### src/rtl/ram_port_initiator.sv
// Request front-end for one block-RAM port: combinational RAM drive plus an in-order,
// credit-protected response FIFO. Define RAM_PORT_INITIATOR_WRITE_ACK_EN to make writes return acks.
module ram_port_initiator #(
  parameter int DATA_W    = 32,
  parameter int ADDR_W    = 10,
  parameter int RSP_DEPTH = 3
) (
  input  logic              clk_i,
  input  logic              rst_ni,
  input  logic              req_valid_i,
  output logic              req_ready_o,
  input  logic              req_we_i,
  input  logic [ADDR_W-1:0] req_addr_i,
  input  logic [DATA_W-1:0] req_wdata_i,
  output logic              rsp_valid_o,
  input  logic              rsp_ready_i,
  output logic [DATA_W-1:0] rsp_rdata_o,
  output logic              rsp_we_o,
  output logic              ram_we_o,
  output logic [ADDR_W-1:0] ram_addr_o,
  output logic [DATA_W-1:0] ram_wdata_o,
  input  logic [DATA_W-1:0] ram_rdata_i
);

  localparam int PTR_W = $clog2(RSP_DEPTH);
  localparam int CNT_W = $clog2(RSP_DEPTH + 1);

`ifdef RAM_PORT_INITIATOR_WRITE_ACK_EN
  localparam bit WACK = 1'b1;
`else
  localparam bit WACK = 1'b0;
`endif

  typedef struct packed {
    logic              we;
    logic [DATA_W-1:0] data;
  } rsp_t;

  logic             fire, rsp_fire, push, pop;
  logic             pend_q, pend_we_q;
  logic [CNT_W-1:0] count_q;
  logic [CNT_W:0]   used;
  logic [PTR_W-1:0] wr_ptr_q, rd_ptr_q;
  rsp_t             mem_q [RSP_DEPTH];
  rsp_t             push_rsp, head;

  function automatic logic [PTR_W-1:0] ptr_inc(input logic [PTR_W-1:0] p);
    return (p == PTR_W'(RSP_DEPTH - 1)) ? '0 : p + 1'b1;
  endfunction

  // Credits count both queued entries and the read still in the RAM pipe,
  // so a stalled consumer can never overflow the FIFO.
  assign used        = (CNT_W+1)'(count_q) + (CNT_W+1)'(pend_q);
  assign req_ready_o = rst_ni && (used < (CNT_W+1)'(RSP_DEPTH));
  assign fire        = req_valid_i && req_ready_o;
  assign rsp_fire    = fire && (WACK || !req_we_i);

  assign ram_we_o    = rst_ni && fire && req_we_i;
  assign ram_addr_o  = req_addr_i;
  assign ram_wdata_o = req_wdata_i;

  always_ff @(posedge clk_i or negedge rst_ni) begin
    if (!rst_ni) begin
      pend_q    <= 1'b0;
      pend_we_q <= 1'b0;
    end else begin
      pend_q    <= rsp_fire;
      pend_we_q <= rsp_fire && req_we_i;
    end
  end

  assign push          = pend_q;
  assign pop           = rsp_valid_o && rsp_ready_i;
  assign push_rsp.we   = pend_we_q;
  assign push_rsp.data = pend_we_q ? '0 : ram_rdata_i;

  always_ff @(posedge clk_i or negedge rst_ni) begin
    if (!rst_ni) begin
      count_q  <= '0;
      wr_ptr_q <= '0;
      rd_ptr_q <= '0;
    end else begin
      if (push) wr_ptr_q <= ptr_inc(wr_ptr_q);
      if (pop)  rd_ptr_q <= ptr_inc(rd_ptr_q);
      case ({push, pop})
        2'b10:   count_q <= count_q + 1'b1;
        2'b01:   count_q <= count_q - 1'b1;
        default: count_q <= count_q;
      endcase
    end
  end

  always_ff @(posedge clk_i) begin
    if (push) mem_q[wr_ptr_q] <= push_rsp;
  end

  // Outputs are masked when empty so stale storage never leaks out.
  assign head        = mem_q[rd_ptr_q];
  assign rsp_valid_o = (count_q != '0);
  assign rsp_rdata_o = rsp_valid_o ? head.data : '0;
  assign rsp_we_o    = WACK && rsp_valid_o && head.we;

endmodule

### config.mk
export PLATFORM = sky130hd
export DESIGN_NAME = ram_port_initiator
export DESIGN_NICKNAME = d
export VERILOG_FILES = /design/src/rtl/ram_port_initiator.sv
export SDC_FILE = /design/constraint.sdc
export NUM_CORES = 1
export LEC_CHECK = 0
export BUFFER_PORTS_ARGS = -buffer_cell sky130_fd_sc_hd__buf_4
export CORE_MARGIN = 2
export CORE_UTILIZATION = 45
export CTS_CLUSTER_SIZE = 8
export DETAILED_ROUTE_END_ITERATION = 10
export PLACE_DENSITY = 0.72
export SLEW_MARGIN = 20
export SYNTH_ARGS = -nofsm -noshare
export SYNTH_HDL_FRONTEND = slang
export SYNTH_SLANG_ARGS = --single-unit
export TNS_END_PERCENT = 30
### constraint.sdc
create_clock -name clk_i -period 7.2 [get_ports clk_i]
set_input_delay 0.72 -clock clk_i [delete_from_list [all_inputs] [get_ports clk_i]]
set_output_delay 0.72 -clock clk_i [all_outputs]
set_load 0.05 [all_outputs]
## Word level (Yosys, flattened, before mapping)

Memory sizes are Yosys's and may differ from the RTL's.
Cells that the tools add are included.

| word-level totals | value |
|---|---|
| logic and storage cells | 33 |
| bits in writable memories | 99 |
| register bits after elaboration | 8 |
| bits of input ports | 79 |
| memories kept | 1 |

Memory list:

| memory | depth | width | rd ports | clocked after Yosys merged registers in | wr ports | RTL line | text |
|---|---|---|---|---|---|---|---|
| mem_q | 3 | 33 | 1 | 0 | 1 | 44 | `rsp_t mem_q [RSP_DEPTH];` |

| operators by class | value |
|---|---|
| $add $sub $neg | 5 |
| reduce and logical (&&, ||, !) cells | 10 |
| mux-type cells | 7 |
| eq/ne operators | 4 |
| magnitude comparators | 1 |

Operators with widths:

| operator | count |
|---|---|
| $mux W32 | 2 |
| $logic_and A1 B1 Y1 | 7 |
| $add A2 B1 Y2 const B | 3 |
| $eq A2 B2 Y1 const B | 3 |
| $mux W2 | 2 |
| $pmux W2 S2 | 1 |
| $reduce_bool A2 Y1 | 2 |
| $add A2 B1 Y3 | 1 |
| $lt A3 B2 Y1 const B | 1 |
| $eq A2 B1 Y1 const B | 1 |
| $mux W1 | 2 |
| $sub A2 B1 Y2 const B | 1 |
| $logic_not A1 Y1 | 1 |

## Logic depth before layout (Yosys ltp)

Gate-level depths: netlist of run 1.

| logic depth | value |
|---|---|
| depth after elaboration | 6 |
| depth in mapped cells | 6 |
| depth with buffers taken out | 6 |

## Worst setup path after synthesis of run 1

OpenSTA, ideal clock, no wires.

| path | value |
|---|---|
| kind | reg2out |
| start point | reg count_q[0] |
| end point | out ram_we_o |
| arrival | 2714 ps |
| slack | 3766 ps |
| path buffers | 0 |
| stages on the path, launching flop included | 5 |
| cell sequence | dfrtp_1 > ha_1 > ha_1 > a211oi_1 > and3_1 |

| between the ends | value |
|---|---|
| word-level cells in the longest chain between the ends | 6 |

RTL lines:

| item | RTL line | text |
|---|---|---|
| from (decl) | 41 | `logic [CNT_W-1:0] count_q;` |
| from (signal assigned) | 86 | `2'b10: count_q <= count_q + 1'b1;` |
| from (signal assigned) | 87 | `2'b01: count_q <= count_q - 1'b1;` |
| from (signal assigned) | 88 | `default: count_q <= count_q;` |
| $add A2 B1 Y3 | 53 | `assign used = (CNT_W+1)'(count_q) + (CNT_W+1)'(pend_q);` |
| $lt A3 B2 Y1 | 54 | `assign req_ready_o = rst_ni && (used < (CNT_W+1)'(RSP_DEPTH));` |
| $logic_and A1 B1 Y1 | 54 |  |
| named net req_ready_o | 11 | `output logic req_ready_o,` |
| $logic_and A1 B1 Y1 | 55 | `assign fire = req_valid_i && req_ready_o;` |
| $logic_and A1 B1 Y1 (2 in series) | 58 | `assign ram_we_o = rst_ni && fire && req_we_i;` |
| to (decl) | 19 | `output logic ram_we_o,` |

The timed path passes the listed nets, and every way through them passes these cells.

## Worst setup path in the final report of run 1

| path | value |
|---|---|
| start point | reg rd_ptr_q[0] |
| end point | out rsp_rdata_o[12] |

| between the ends | value |
|---|---|
| word-level cells in the longest chain between the ends | 2 |

RTL lines:

| item | RTL line | text |
|---|---|---|
| from (decl) | 43 | `logic [PTR_W-1:0] wr_ptr_q, rd_ptr_q;` |
| from (signal assigned) | 84 | `if (pop) rd_ptr_q <= ptr_inc(rd_ptr_q);` |
| $mem_v2 Z3 W33 | -- |  |
| $mux W32 | 100 | `assign rsp_rdata_o = rsp_valid_o ? head.data : '0;` |
| to (decl) | 17 | `output logic [DATA_W-1:0] rsp_rdata_o,` |

Every way passes these cells.

==> results.ini, run 1 <==
[outcome]
status = complete, no violations

[drt]
antenna_left = 0
vias = 2425
drt_wl_total_um = 8340
drtIter0Drc = 107
drc = 0
firstDrtPassIters = 4
viasPerCell = 4.95
wl_per_cell_um = 17.0

[sta]
setup_tns_ps = 0
grt_setup_unrepaired = false
maxSlewHeadroom_pct = 26.3
hold_ws_ps = 177
finalHoldViolCount = 0
maxSlewViolCount = 0
layout_min_cycle_time_ps = 3040
tightest_slew_ps = 1110
finClkSkew_ps = 8.72
fmax_ghz = 0.329
setup_viol = 0
fin_crit_sh_pct = 42.2

[finish]
final_cells = 490
syn2layout_area_growth_pct = 11.1
drive_gt1_share_pct = 36.4
final_common_cell = edfxtp_1
antenna_cells = 0
final_nets = 431
final_cell_mix = 96 x edfxtp_1, 76 x buf_4, 33 x nor2_1, 32 x mux2i_1, 32 x nor2b_1
post-route-cell-area_um2 = 5340

[logic_synthesis]
synth.ff_latch_count = 104
synth.avg_cell_area_um2 = 15.2
ys_top_cells_by_area = edfxtp_1 60%, mux2_4 8.4%, buf_4 7.2%, mux2i_1 6.7%, dfrtp_1 4.2%
syn_inst = 317
ys_types = 27
synth_area_um2 = 4810
yosys_warnings = 0
synth_top_area_share_pct = 60.0
yosysSeqAreaShare_pct = 64.1
synth_area_leader_cell = edfxtp_1

[cts]
insertion_delay_ps = 360
clock_sinks = 104
numCtsBuffers = 9
clkSlewWorstSetupHoldPaths_ps = 90
tritoncts = yes
h-tree-depth = 3
clk_path_buf_depth = 2
ctsResizeCount = 0
cts_setup_buffers = 0
cts_hold_buf = 0
cts_root_buffer = clkbuf_8

[critical_path]
timing.critical_path.arrival_ps = 2320
critPathMaxFanout = 35
cp.buffers_inverters = 1
reg2reg_to = count_q[1]
crit_path_start_kind = flip-flop
cp_cell_sequence = mux2_4, mux2i_1, nor2_1, buf_4
r2r_slack_ps = 5530
crit_cells = 4
slowest_stage = dfrtp_2
crit_family = flip-flops
cp.required_ps = 6480
max_stage_delay_ps = 1110
endpoint_kind = output pin
criticalPathCategory = reg -> out
r2r_start = count_q[0]
timing.reg2reg.worst_path_depth = 5

[placement]
gp_congestion = 0.743
hpwl_um = 5220
placed_cell_area_um2 = 5140
post-place-cells = 473
io_buffer_count = 71

[pwr]
power_density_nw_per_um2 = 407
p_leak_nw = 2.06
vdd_drop_max_v = 0.000272

[worst_hold_path]
hp-class = in -> async

[floorplan]
fp-row-count = 37
die_y_um = 107
pin_count = 157
dieArea_um2 = 11500
initial_core_util_pct = 46.4
dieWidth_um = 107
core_um2 = 10400

[global_route]
grt_pass1_vias = 2549
grt-ovfl-total = 0
antenna_found_initial = 0
grt_max_degree = 36
grtUsageTotal_pct = 14.7
grt_first_pass_wirelength_um = 12800

[run]
cap_violations = 0

-- per-layer routing --
metal	routed length [um]	part of all wire (%)	vias to the layer above	global-route usage (%)
met2	4200	50	61	25.4
met4	292	3.5	0	6.78
met3	472	5.7	43	3.45
met5	0	0	-	0
met1	3370	40	1184	17.5
li1	-	-	1137	-
-- cells in the mapped netlist (all sizes together) --
cell	n
a211oi	1
nor3	2
dfrtp	8
mux2i	32
nor2	35
xor2	1
and3b	1
xnor2	2
nand2b	1
mux2	32
conb	1
a21o	3
ha	3
and3	1
clkbuf	4
nand2	2
buf	53
edfxtp	96
nor2b	32
inv	4
o21ai	2
nor3b	1
-- final cells by class --
class                      instances  area [um2]
tap                              136         170
sequential                       104        3090
clock buffer                       9         124
multi-input combinational        153        1300
inverter                           4        15.0
fill                             898        5030
timing repair buffer              77         598
clock inverter                     7        53.8
-- stage by stage --
stage          utilization (%)  setup WS, ps  power (mW)
2_1_floorplan                -          3770        1.67
3_3_place_gp              49.5          4540        1.86
3_5_place_dp              49.5          4530        1.87
4_1_cts                   51.3          4130        2.20
5_1_grt                   51.5          4040        2.27
6_report                  51.5          4160        2.17
-- power by group --
group / internal, mW / switching, mW
logic: 0.383 / 0.623
clock network: 0.130 / 0.197
registers: 0.711 / 0.130
total: 1.22 / 0.950
-- registers in the layout (all words and copies together) (netlist names) --
signal	flops
pend_we_q	1
mem_q	96
rd_ptr_q	2
count_q	2
wr_ptr_q	2
pend_q	1
-- worst register-to-register path: stages (launching register included) --
cell and delay, ps:
dfrtp_1 480, o21ai_0 420, inv_1 90, ha_1 310, nor2_1 140, xor2_1 150
-- worst max path at each step --
stage | from | end | slack, ps
after global placement | rd_ptr_q[0] | rsp_rdata_o[17] | 4540
after detailed placement | rd_ptr_q[0] | rsp_rdata_o[12] | 4530
final | rd_ptr_q[0] | rsp_rdata_o[12] | 4160
after global routing | rd_ptr_q[0] | rsp_rdata_o[12] | 4040
after floorplan | count_q[0] | ram_we_o | 3770
after CTS | rd_ptr_q[0] | rsp_rdata_o[17] | 4130
-- cell families after synthesis --
family                     share of synthesized area, %
muxes                                              16.3
other                                            0.0780
DFF                                                64.1
buffers and inverters                              9.50
and+or+nand+nor                                    7.86
adders and majority gates                         0.781
xor gates and xnor gates                          0.547
AOI/OAI and AO/OA                                 0.833
(Power assumes the default switching activity.)
==> run 2: changes to the inputs <==
- ABC_AREA: unset -> 1
- PLACE_DENSITY: 0.72 -> 0.75
- clock period: 7.2 -> 2.6 ns (I/O delays scaled with it)
==> results.ini, run 2 <==
[logic_synthesis]
synth_compound_area_share_pct = 0.308
async_flop_share_pct = 7.69
synth_edf_count = 96
syn_inst = 466
synth.avg_cell_area_um2 = 10.5
yosys_warnings = 0
synth_area_leader_cell = edfxtp_1
synthFlopType = edfxtp_1
synth_top_family_by_area = simple AND/OR/NAND/NOR gates
synth.ff_latch_count = 104
synth_area_um2 = 4870
yosysMostFrequentCell = nand2_1
synth_xor_area_share_pct = 0.180
synthMuxAreaShare_pct = 0
synth_simple_gate_area_share_pct = 20.1
synth_top_area_share_pct = 59.1
synthAdderAreaFrac_pct = 0.770
ys_types = 21
ys_top_cells_by_area = edfxtp_1 59%, nand2_1 7.7%, buf_4 7.1%, nand3_1 6.0%, inv_1 5.8%
synthTopCellsByCount = 100 x nand2_1, 96 x edfxtp_1, 75 x inv_1, 58 x nand3_1, 46 x buf_4
yosysSeqAreaShare_pct = 63.2

[finish]
drive_gt1_share_pct = 23.6
final_cell_mix = 100 x nand2_1, 96 x edfxtp_1, 78 x buf_4, 75 x inv_1, 58 x nand3_1
syn2layout_area_growth_pct = 11.4
final_cells = 641
final_nets = 578
multiInputGateArea_um2 = 1060
regArea_um2 = 3080
post-route-cell-area_um2 = 5430
fill_cells = 960
antenna_cells = 0
utilization_pct = 50.8
final_common_cell = nand2_1
largest_reg_flops = 96
regMostFlops = mem_q

[cts]
clkSlewWorstSetupHoldPaths_ps = 100
ctsResizeCount = 0
clk_path_buf_depth = 2
cts_hold_buf = 1
insertion_delay_ps = 380
numCtsBuffers = 9
cts_root_buffer = clkbuf_8
h-tree-depth = 3
clock_sinks = 104
cts_setup_buffers = 0
tritoncts = yes

[global_route]
grt-ovfl-total = 0
grt_pass1_vias = 3080
grt_first_pass_wirelength_um = 15400
antenna_found_initial = 0
grt_max_degree = 34
grtUsageTotal_pct = 17.6

[pwr]
p_sw_mw = 2.94
total_power_mw = 6.13
p_int_mw = 3.19
p_sw_share_pct = 47.9
pwr-share-clk_pct = 15.4
p_leak_nw = 2.51
power_frac_seq_pct = 33.5
comb_power_share_pct = 51.0
power_density_nw_per_um2 = 1130
vdd_drop_max_v = 0.000821

[critical_path]
crit_path_start_kind = flip-flop
timing.critical_path.arrival_ps = 2010
endpoint_kind = output pin
cp.required_ps = 2340
criticalPathCategory = reg -> out
critPathMaxFanout = 33

[drt]
vias = 3087
viasPerCell = 4.82
drc = 0
wl_per_cell_um = 15.4
drtIter0Drc = 139
antenna_left = 0
firstDrtPassIters = 4
drt_wl_total_um = 9860

[floorplan]
core_um2 = 10700
dieArea_um2 = 11700
initial_core_util_pct = 45.6
fp-row-count = 38
pin_count = 157
die_y_um = 108
dieWidth_um = 108

[run]
cap_violations = 0

[placement]
placed_cell_area_um2 = 5230
hpwl_um = 6410
io_buffer_count = 71
post-place-cells = 624
gp_congestion = 0.752

[sta]
finClkSkew_ps = 15.8
hold_ws_ps = 32.4
setup_viol = 0
maxSlewViolCount = 0
fin_crit_sh_pct = 87.2
tightest_slew_ps = 692
finalHoldViolCount = 0
layout_min_cycle_time_ps = 2270
grt_setup_unrepaired = false
maxSlewHeadroom_pct = 53.8
fmax_ghz = 0.441

[worst_hold_path]
hp-class = in -> reg

[outcome]
status = complete, no violations

==> run 2: metal layers <==
layer	share of wire, %	global-route usage (%)	vias to the layer above
met5	0	0	-
met4	5.4	11.2	0
met3	5.4	2.83	58
met2	50	30.4	83
met1	39	20.4	1443
li1	-	-	1503
==> run 2: power by group through the flow <==
stage	Sequential (mW)	Combinational [mW]	Clock (mW)
finish	2.06	3.13	0.946
global route	2.07	3.38	1.02
CTS	2.06	3.16	0.959
detailed placement	2.10	3.15	0
global placement	2.09	3.13	0
floorplan	2.05	2.55	0
==> run 2: critical path, stage by stage (launching register included) <==
cell     delay [ps]
dfrtp_1         560
nor2_8          540
nand2_1         100
nand3_1         100
nand2_1          70
inv_1            80
buf_4           190
==> run 2: area by class of cell <==
type	count	area share [%]
clock inverters	7	1.22
flip-flops and latches	104	56.7
clock buffers	9	2.28
multi-input cells	224	19.5
repair buffers	81	11.7
inverters	76	5.30
well taps	140	3.22
==> run 2: final timing paths <==
kind / slack (ps) / startpoint / depth (start not counted) / to
max: 330 / rd_ptr_q[1] / 6 / rsp_rdata_o[15]
min: 30 / req_we_i / 2 / pend_q
max reg2reg: 890 / count_q[0] / 9 / count_q[1]
min reg2reg: 520 / count_q[1] / 2 / count_q[1]
max in group asynchronous: 2210 / rst_ni / 2 / wr_ptr_q[1]
min in group asynchronous: 240 / rst_ni / 2 / pend_q
==> run 2: kinds of logic (layout without fill, tap and decap cells) <==
kind of cell               after synthesis  in the layout
and+or+nand+nor                        215            215
buffers and inverters                  139            173
DFF                                    104            104
adders and majority gates                3              3
AOI/OAI and AO/OA                        3              3
other                                    1              2
xor gates and xnor gates                 1              1
==> run 2: per-stage QoR <==
step                setup slack, ps  TNS (ps)
floorplan                      -127      -127
global placement                759         0
detailed placement              715         0
CTS                             304         0
global route                    131         0
finish                          332         0
==> run 3: changes to the inputs <==
- clock period: 2.6 -> 1.9 ns (I/O delays scaled with it)
==> results.ini, run 3 (synthesized netlist as in run 2, its figures left out) <==
[cts]
clkSlewWorstSetupHoldPaths_ps = 90
clock_sinks = 104
insertion_delay_ps = 360
clk_path_buf_depth = 2
numCtsBuffers = 9
tritoncts = yes
h-tree-depth = 3
cts_root_buffer = clkbuf_8

[placement]
hpwl_um = 6370
io_buffer_count = 71
gp_congestion = 0.763
dpl_worst_slack_ps = 221

[finish]
syn2layout_area_growth_pct = 25.6
final_cell_mix = 96 x edfxtp_1, 78 x nand2_1, 57 x inv_1, 51 x buf_4, 45 x nand3_1
largest_reg_flops = 96
antenna_cells = 0
final_common_cell = edfxtp_1
drive_gt1_share_pct = 37.4
regMostFlops = mem_q
fill_cells = 842
final_nets = 597

[critical_path]
reg2reg_to = count_q[1]
timing.reg2reg.worst_path_depth = 10
critPathMaxFanout = 2
criticalPathCategory = reg -> out
cp.required_ps = 1710
slowest_stage = dfrtp_1
crit_path_start = pend_q
r2r_start = count_q[0]
endpoint_kind = output pin
crit_cells = 8
worstSetupEndpoint = ram_we_o
crit_path_start_kind = flip-flop
max_stage_delay_ps = 400
cp.buffers_inverters = 1
crit_family = adder cells
cp_cell_sequence = ha_2, ha_4, nand2_2, nand2_2, nor2_4, nand2_2, nor2_4, buf_8
timing.critical_path.arrival_ps = 1700
r2r_slack_ps = 280
cpMostUsedCell = nand2_2

[outcome]
status = complete, no violations

[drt]
drtIter0Drc = 157
viasPerCell = 4.92
drt_wl_total_um = 10600
drc = 0
wl_per_cell_um = 16.2
antenna_left = 0
vias = 3241
firstDrtPassIters = 4

[pwr]
p_leak_nw = 2.77
power_density_nw_per_um2 = 1660
vdd_drop_max_v = 0.00114

[worst_hold_path]
hold_depth = 4
hp-start = rsp_ready_i
hp-class = in -> reg

[sta]
setup_viol = 0
fmax_ghz = 0.529
maxSlewViolCount = 0
finClkSkew_ps = 10.5
finalHoldViolCount = 0
fin_crit_sh_pct = 99.4
grt_setup_unrepaired = true
fin_ws_ps = 11.3
layout_min_cycle_time_ps = 1890
hold_ws_ps = 159

[floorplan]
dieArea_um2 = 11700
pin_count = 157
core_um2 = 10700
fp-row-count = 38
initial_core_util_pct = 45.6
die_y_um = 108
dieWidth_um = 108

[global_route]
grt_first_pass_wirelength_um = 16000
grt-ovfl-total = 0
antenna_found_initial = 0
grt_pass1_vias = 3288
grt_max_degree = 34
grtUsageTotal_pct = 18.2

[run]
cap_violations = 0

run 3: cell types whose count changed in the layout (fill, tap and decap cells not counted), moves of 3 or more:
cell / before / now
buf_6: 0 / 18
nand3_1: 58 / 45
bufinv_16: 0 / 3
buf_12: 2 / 6
inv_1: 75 / 57
nand3_2: 9 / 22
clkbuf_16: 0 / 4
nand2_1: 100 / 78
inv_2: 0 / 18
nand2_2: 10 / 30
buf_4: 78 / 51
buf_8: 0 / 19
run 3: routing by layer:
| layer | vias up | global-route usage [%] | routed length [um] |
|---|---|---|---|
| li1 | 1541 | - | - |
| met1 | 1537 | 20.8 | 4100 |
| met2 | 103 | 31.2 | 5310 |
| met3 | 60 | 3.25 | 680 |
| met4 | 0 | 12.0 | 555 |
| met5 | - | 0 | 0 |
run 3: cell type report:
class	instances	area, um2	share of cell area, %
sequential	104	3090	50.4
inverter	76	298	4.86
timing repair buffer	100	1110	18.1
clock buffer	9	124	2.02
multi-input combinational	224	1220	19.9
tap	140	175	2.86
clock inverter	6	109	1.78
run 3: worst min path at each step:
stage	endpoint
6_report	rd_ptr_q[0]
5_1_grt	rd_ptr_q[1]
4_1_cts	rd_ptr_q[0]
3_5_place_dp	wr_ptr_q[1]
3_3_place_gp	pend_q
2_1_floorplan	count_q[0]
run 3: power breakdown:
group / internal [mW] / switching, mW
sequential: 2.70 / 0.123
combinational: 2.19 / 3.57
clock: 0.866 / 0.706
total: 5.75 / 4.40
run 3: stage by stage:
stage / utilization [%] / area, um2 / power (mW) / std cells / TNS [ps]
6_report: 57.2 / 6120 / 10.1 / 659 / 0
5_1_grt: 57.2 / 6120 / 10.7 / 659 / -1250
4_1_cts: 53.1 / 5680 / 9.13 / 653 / -48.6
3_5_place_dp: 49.6 / 5310 / 7.31 / 628 / 0
3_3_place_gp: 49.6 / 5310 / 7.26 / 628 / 0
2_1_floorplan: - / 4900 / 6.31 / 467 / -192
run 3: what timing repair did:
| action | CTS | global route |
|---|---|---|
| buffers inserted | 7 | 4 |
| endpoints found under the setup margin | 34 | 34 |
| gates cloned | 1 | 3 |
| endpoints found under the hold margin | 9 | 0 |
| pin swaps | 6 | 7 |
| hold buffers | 2 | 0 |
| gates resized for setup | 11 | 110 |
run 3: tightest hold or removal path, cell delays in order:
cell     delay (ps)
buf_4            80
nand2_1          90
nand2_1          70
nand2_1          50
